## config.mk

```make
export PLATFORM = sky130hd
export DESIGN_NAME = sprom_loader
export DESIGN_NICKNAME = d
export VERILOG_FILES = /design/src/rtl/sprom_loader.sv
export SDC_FILE = /design/constraint.sdc
export NUM_CORES = 1
export LEC_CHECK = 0
export BUFFER_PORTS_ARGS = -buffer_cell sky130_fd_sc_hd__buf_4
export CORE_MARGIN = 4
export CORE_UTILIZATION = 50
export DETAILED_ROUTE_END_ITERATION = 10
export PLACE_DENSITY = 0.79
export REMOVE_ABC_BUFFERS = 1
export SLEW_MARGIN = 20
export SYNTH_ARGS = -nofsm -noshare
export SYNTH_HDL_FRONTEND = slang
export SYNTH_SLANG_ARGS = --single-unit
```

## constraint.sdc

```tcl
create_clock -name clk -period 3.25 [get_ports clk]
set_input_delay 0.1625 -clock clk [delete_from_list [all_inputs] [get_ports clk]]
set_output_delay 0.1625 -clock clk [all_outputs]
set_load 0.05 [all_outputs]
```

## src/rtl/sprom_loader.sv

```systemverilog
// rtl/sprom_loader.sv - framed byte-stream loader writing DW-bit words into a sprom write port
// Optional trailing checksum byte when SPROM_LOADER_CSUM_EN is defined.
module sprom_loader #(
  parameter int AW = 10,
  parameter int DW = 32
) (
  input  logic          clk,
  input  logic          rst,
  input  logic [7:0]    s_data,
  input  logic          s_valid,
  output logic          s_ready,
  input  logic          abort,
  output logic [AW-1:0] ext_addr,
  output logic [DW-1:0] ext_di,
  output logic          ext_we,
  output logic          busy,
  output logic          done,
  output logic          err
);

  localparam int BYTES = DW / 8;
  localparam int BW    = (BYTES > 1) ? $clog2(BYTES) : 1;

  typedef enum logic [3:0] {
    IDLE, ADDR0, ADDR1, LEN0, LEN1, DATA, WRITE,
`ifdef SPROM_LOADER_CSUM_EN
    CSUM,
`endif
    DONE
  } state_t;

  state_t        state;
  logic [7:0]    addr_lo;
  logic [AW-1:0] addr;
  logic [15:0]   cnt;
  logic [DW-1:0] word;
  logic [DW-1:0] word_next;
  logic [BW-1:0] byte_idx;
  logic          acc;
  logic          last_byte;

  assign acc       = s_valid && s_ready;
  assign last_byte = (byte_idx == BW'(BYTES - 1));

  always_comb begin
    word_next = word;
    word_next[8*byte_idx +: 8] = s_data;
  end

`ifdef SPROM_LOADER_CSUM_EN
  logic [7:0] csum;
  logic       err_q;
  assign err = err_q;
`else
  assign err = 1'b0;
`endif

  always_ff @(posedge clk or negedge rst) begin
    if (!rst) begin
      state    <= IDLE;
      addr_lo  <= '0;
      addr     <= '0;
      cnt      <= '0;
      word     <= '0;
      byte_idx <= '0;
      ext_addr <= '0;
      ext_di   <= '0;
      ext_we   <= 1'b0;
      busy     <= 1'b0;
      done     <= 1'b0;
      s_ready  <= 1'b1;
`ifdef SPROM_LOADER_CSUM_EN
      csum     <= '0;
      err_q    <= 1'b0;
`endif
    end else begin
      ext_we <= 1'b0;
      done   <= 1'b0;
`ifdef SPROM_LOADER_CSUM_EN
      err_q  <= 1'b0;
`endif
      // A WRITE already on the port this cycle still lands; only later writes are dropped.
      if (abort && state != IDLE) begin
        state    <= IDLE;
        busy     <= 1'b0;
        s_ready  <= 1'b1;
        byte_idx <= '0;
      end else begin
        case (state)
          IDLE: if (acc && s_data == 8'hA5) begin
            state    <= ADDR0;
            busy     <= 1'b1;
            byte_idx <= '0;
`ifdef SPROM_LOADER_CSUM_EN
            csum     <= '0;
`endif
          end
          ADDR0: if (acc) begin
            addr_lo <= s_data;
            state   <= ADDR1;
          end
          ADDR1: if (acc) begin
            addr  <= AW'({s_data, addr_lo});
            state <= LEN0;
          end
          LEN0: if (acc) begin
            cnt[7:0] <= s_data;
            state    <= LEN1;
          end
          LEN1: if (acc) begin
            cnt[15:8] <= s_data;
            if ({s_data, cnt[7:0]} != 16'd0) begin
              state <= DATA;
            end else begin
`ifdef SPROM_LOADER_CSUM_EN
              state   <= CSUM;
`else
              state   <= DONE;
              done    <= 1'b1;
              s_ready <= 1'b0;
`endif
            end
          end
          DATA: if (acc) begin
            word <= word_next;
`ifdef SPROM_LOADER_CSUM_EN
            csum <= csum + s_data;
`endif
            if (last_byte) begin
              state    <= WRITE;
              ext_we   <= 1'b1;
              ext_addr <= addr;
              ext_di   <= word_next;
              s_ready  <= 1'b0;
              byte_idx <= '0;
            end else begin
              byte_idx <= byte_idx + 1'b1;
            end
          end
          WRITE: begin
            addr <= addr + 1'b1;
            cnt  <= cnt - 16'd1;
            if (cnt == 16'd1) begin
`ifdef SPROM_LOADER_CSUM_EN
              state   <= CSUM;
              s_ready <= 1'b1;
`else
              state   <= DONE;
              done    <= 1'b1;
`endif
            end else begin
              state   <= DATA;
              s_ready <= 1'b1;
            end
          end
`ifdef SPROM_LOADER_CSUM_EN
          CSUM: if (acc) begin
            state   <= DONE;
            done    <= 1'b1;
            err_q   <= (s_data != csum);
            s_ready <= 1'b0;
          end
`endif
          DONE: begin
            state   <= IDLE;
            busy    <= 1'b0;
            s_ready <= 1'b1;
          end
          default: begin
            state   <= IDLE;
            busy    <= 1'b0;
            s_ready <= 1'b1;
          end
        endcase
      end
    end
  end

endmodule

```

==> impl_metrics.yaml <==
sta:
  fin_crit_sh_pct: 77.6
  finalSetupViolations: 0
  rsz0062_at_grt: "no"
  post-route-worst-setup-slack_ps: 729
  relSlewSlack_pct: 37.5
  fin_skew_ps: 7.44
  hold_violations: 0
  max_freq_mhz: 397
  tightest_slew_ps: 933
  finalMaxSlewViolations: 0
  min_period_ps: 2520
  setup_tns_ps: 0
drt:
  wl_um: 14000
  vias: 4800
  drc: 0
  vias_per_cell: 6.00
  ant_nets: 0
  dr.pass1.iters: 5
  wl_per_cell_um: 17.5
  initialDrtViolationCount: 455
setup_path:
  rr_worst_depth: 5
  regToRegSetupSlack_ps: 730
  cpPeakStageDelay_ps: 650
  r2r-start: "state[2]$_DFFE_PN0P_"
  crit_chain: "nand4bb_1 -> nor2_2 -> nand2_2 -> buf_4 -> mux2_2"
  cp.arrival_ps: 2820
  critical_path_class: "reg2reg"
  rr_endpoint: "ext_addr[1]$_DFFE_PN0P_"
  start_kind: "register"
  cp_num_buf_inv: 1
  cpMaxStageDelayCell: "dfrtp_1"
  cp_max_fo: 39
  critical_path.top_delay_family: "simple AND/OR/NAND/NOR gates"
  required_ps: 3550
  end_kind: "register"
yosys:
  ys_ff_latch: 117
  synth_cells: 600
  ys_warn_count: 0
  ys.flop_type: "dfrtp_1"
  synth_edf_count: 0
  netlist_area_mm2: 0.00582
  async_flop_share_pct: 100
  synth_top_area_share_pct: 49.9
  synth_common_cells: "dfrtp_1 (116), nand2_1 (74), o21ai_0 (66)"
  ys_seq_area_share_pct: 50.3
  netlist-cell-type-count: 65
  synth_area_leaders: "dfrtp_1 (50%), o21ai_0 (5.7%), nand2_1 (4.8%), a21oi_1 (4.1%), a22o_1 (3.8%)"
  syn_avg_cell_area_um2: 9.70
  yosysMostFrequentCell: "dfrtp_1"
  synth_top_area_cell: "dfrtp_1"
grt:
  antenna_found_initial: 0
  grt_max_degree: 71
  grt_pass1_vias: 4520
  grt_use_total_pct: 21.8
  gr-total-overflow: 0
  grt_pass1_wl_um: 22900
cts:
  clockRootBuffer: "clkbuf_16"
  cts_tree: "built"
  clkLatencyLatePin_ps: 420
  clockBufferDepth: 2
  path_clk_slew_ps: 60
  numClockSinks: 117
  htree_levels: 4
  numCtsBuffers: 17
  cts_setup_buffers: 0
place:
  place.detailed.hpwl_um: 9090
  place_ws_ps: 748
  io_buffers: 57
  finalWeightedCongestion: 0.887
  dpl_cell_area_mm2: 0.00632
cells_and_area:
  regArea_mm2: 0.00293
  diodes: 0
  fillerInstances: 919
  fin_area_mm2: 0.00696
  synthToLayoutAreaGrowth_pct: 19.5
  multi_input_area_mm2: 0.00268
  layout-drive-gt1-share_pct: 19.9
  layout.nets: 666
pwr:
  combPwrFrac_pct: 20.3
  p_per_area_mw_per_mm2: 723
  ir_drop_mv: 0.425
  p_switching_w: 0.00156
  seq_power_share_pct: 40.9
  p_leak_nw: 3.11
  power_w: 0.00503
  p_int_w: 0.00347
  clockPowerShare_pct: 38.8
  switching_share_pct: 31.1
floorplan:
  die_x_um: 116
  rows: 39
  ios: 59
  die_h_um: 116
  dieArea_mm2: 0.0134
  coreArea_mm2: 0.0114
  start_util_pct: 51.0
run_status:
  status: "finished, final reports clean"
worst_hold_path:
  hp-class: "in2reg"
  hold_path_depth: 3
  hold_end: "word[12]$_DFFE_PN0P_"
  holdCritStartpoint: "s_data[4]"
flow_run:
  cap_violations: 0
registers in the layout (all words and copies together) (netlist names):
signal	cells
addr	10
addr_lo	8
busy	1
byte_idx	2
cnt	16
done	1
ext_addr	10
ext_di	32
ext_we	1
s_ready	1
state	3
word	32
cells in the final DEF, fill, tap and decap left out, types with 3 or more instances in the layout:
| cell | instances |
|---|---|
| clkbuf_16 | 17 |
| nand2_1 | 73 |
| nor3b_1 | 4 |
| or3_1 | 5 |
| ha_1 | 10 |
| nor2b_1 | 34 |
| dfrtp_1 | 116 |
| o21a_1 | 5 |
| bufinv_16 | 3 |
| a21oi_1 | 48 |
| a22o_1 | 25 |
| clkbuf_8 | 4 |
| o21ai_0 | 66 |
| clkinvlp_4 | 4 |
| a31oi_1 | 14 |
| inv_1 | 12 |
| nor3_2 | 3 |
| a22oi_1 | 3 |
| o21ai_1 | 6 |
| nor3_1 | 11 |
| nor2_1 | 27 |
| o22ai_1 | 5 |
| nor4_1 | 5 |
| nand3_1 | 11 |
| mux2_2 | 18 |
| buf_4 | 62 |
| nand2b_1 | 4 |
| and2_1 | 7 |
per-layer routing:
| layer | wire length (um) | vias up | global-route usage [%] |
|---|---|---|---|
| met2 | 6650 | 198 | 34.1 |
| met3 | 1130 | 24 | 5.64 |
| met4 | 256 | 0 | 7.73 |
| met1 | 5980 | 2333 | 29.6 |
| li1 | - | 2245 | - |
| met5 | 0 | - | 0 |
worst max path at each step:
stage / depth (start not counted) / slack (ps) / from / end
floorplan: 4 / 490 / s_ready$_DFFE_PN1P_ / ext_addr[7]$_DFFE_PN0P_
global placement: 5 / 860 / state[2]$_DFFE_PN0P_ / ext_addr[9]$_DFFE_PN0P_
detailed placement: 6 / 750 / byte_idx[0]$_DFFE_PN0P_ / ext_di[13]$_DFFE_PN0P_
CTS: 6 / 750 / byte_idx[0]$_DFFE_PN0P_ / ext_di[10]$_DFFE_PN0P_
global route: 5 / 510 / state[2]$_DFFE_PN0P_ / ext_di[5]$_DFFE_PN0P_
finish: 5 / 730 / state[2]$_DFFE_PN0P_ / ext_addr[1]$_DFFE_PN0P_
per-stage QoR:
| stage | utilization (%) | hold WS, ps | std cells |
|---|---|---|---|
| 2_1_floorplan | - | -133 | 561 |
| 3_3_place_gp | 55.3 | 221 | 767 |
| 3_5_place_dp | 55.3 | 225 | 767 |
| 4_1_cts | 60.9 | 91.2 | 800 |
| 5_1_grt | 60.9 | 122 | 800 |
| 6_report | 60.9 | 107 | 800 |
power by group through the flow:
| stage | combinational, W | clock [W] | sequential (W) |
|---|---|---|---|
| final | 0.00102 | 0.00195 | 0.00206 |
| after floorplan | 0.000743 | 0 | 0.00199 |
| after detailed placement | 0.00100 | 0 | 0.00206 |
| after global routing | 0.00114 | 0.00204 | 0.00210 |
| after CTS | 0.00102 | 0.00197 | 0.00205 |
| after global placement | 0.000961 | 0 | 0.00204 |
cell families after synthesis:
family / after synthesis / share of synthesized area [%]
XOR/XNOR: 1 / 0.151
flip-flops: 117 / 50.3
buffers and inverters: 51 / 3.65
other: 1 / 0.0644
multiplexers: 21 / 4.04
AND/OR/NAND/NOR: 207 / 19.3
adder cells (fa/ha/maj): 10 / 2.15
AO/OA/AOI/OAI: 192 / 20.4
area by class of cell:
cell class | instances | area share, %
inverter | 12 | 0.647
sequential | 117 | 42.1
multi-input combinational | 432 | 38.5
timing repair buffer | 64 | 7.12
clock buffer | 21 | 6.91
clock inverter | 11 | 2.12
tap | 143 | 2.57
what timing repair did:
action / 4_1_cts / 5_1_grt
resized for setup: 0 / 0
endpoints found under the hold margin: 46 / 0
setup endpoints to repair: 0 / 0
hold buffers: 1 / 0
tightest hold or removal path, stage by stage:
cell	delay (ps)
buf_4	170
nand2_1	60
o21ai_0	70
Power figures use the tool's default switching activity.
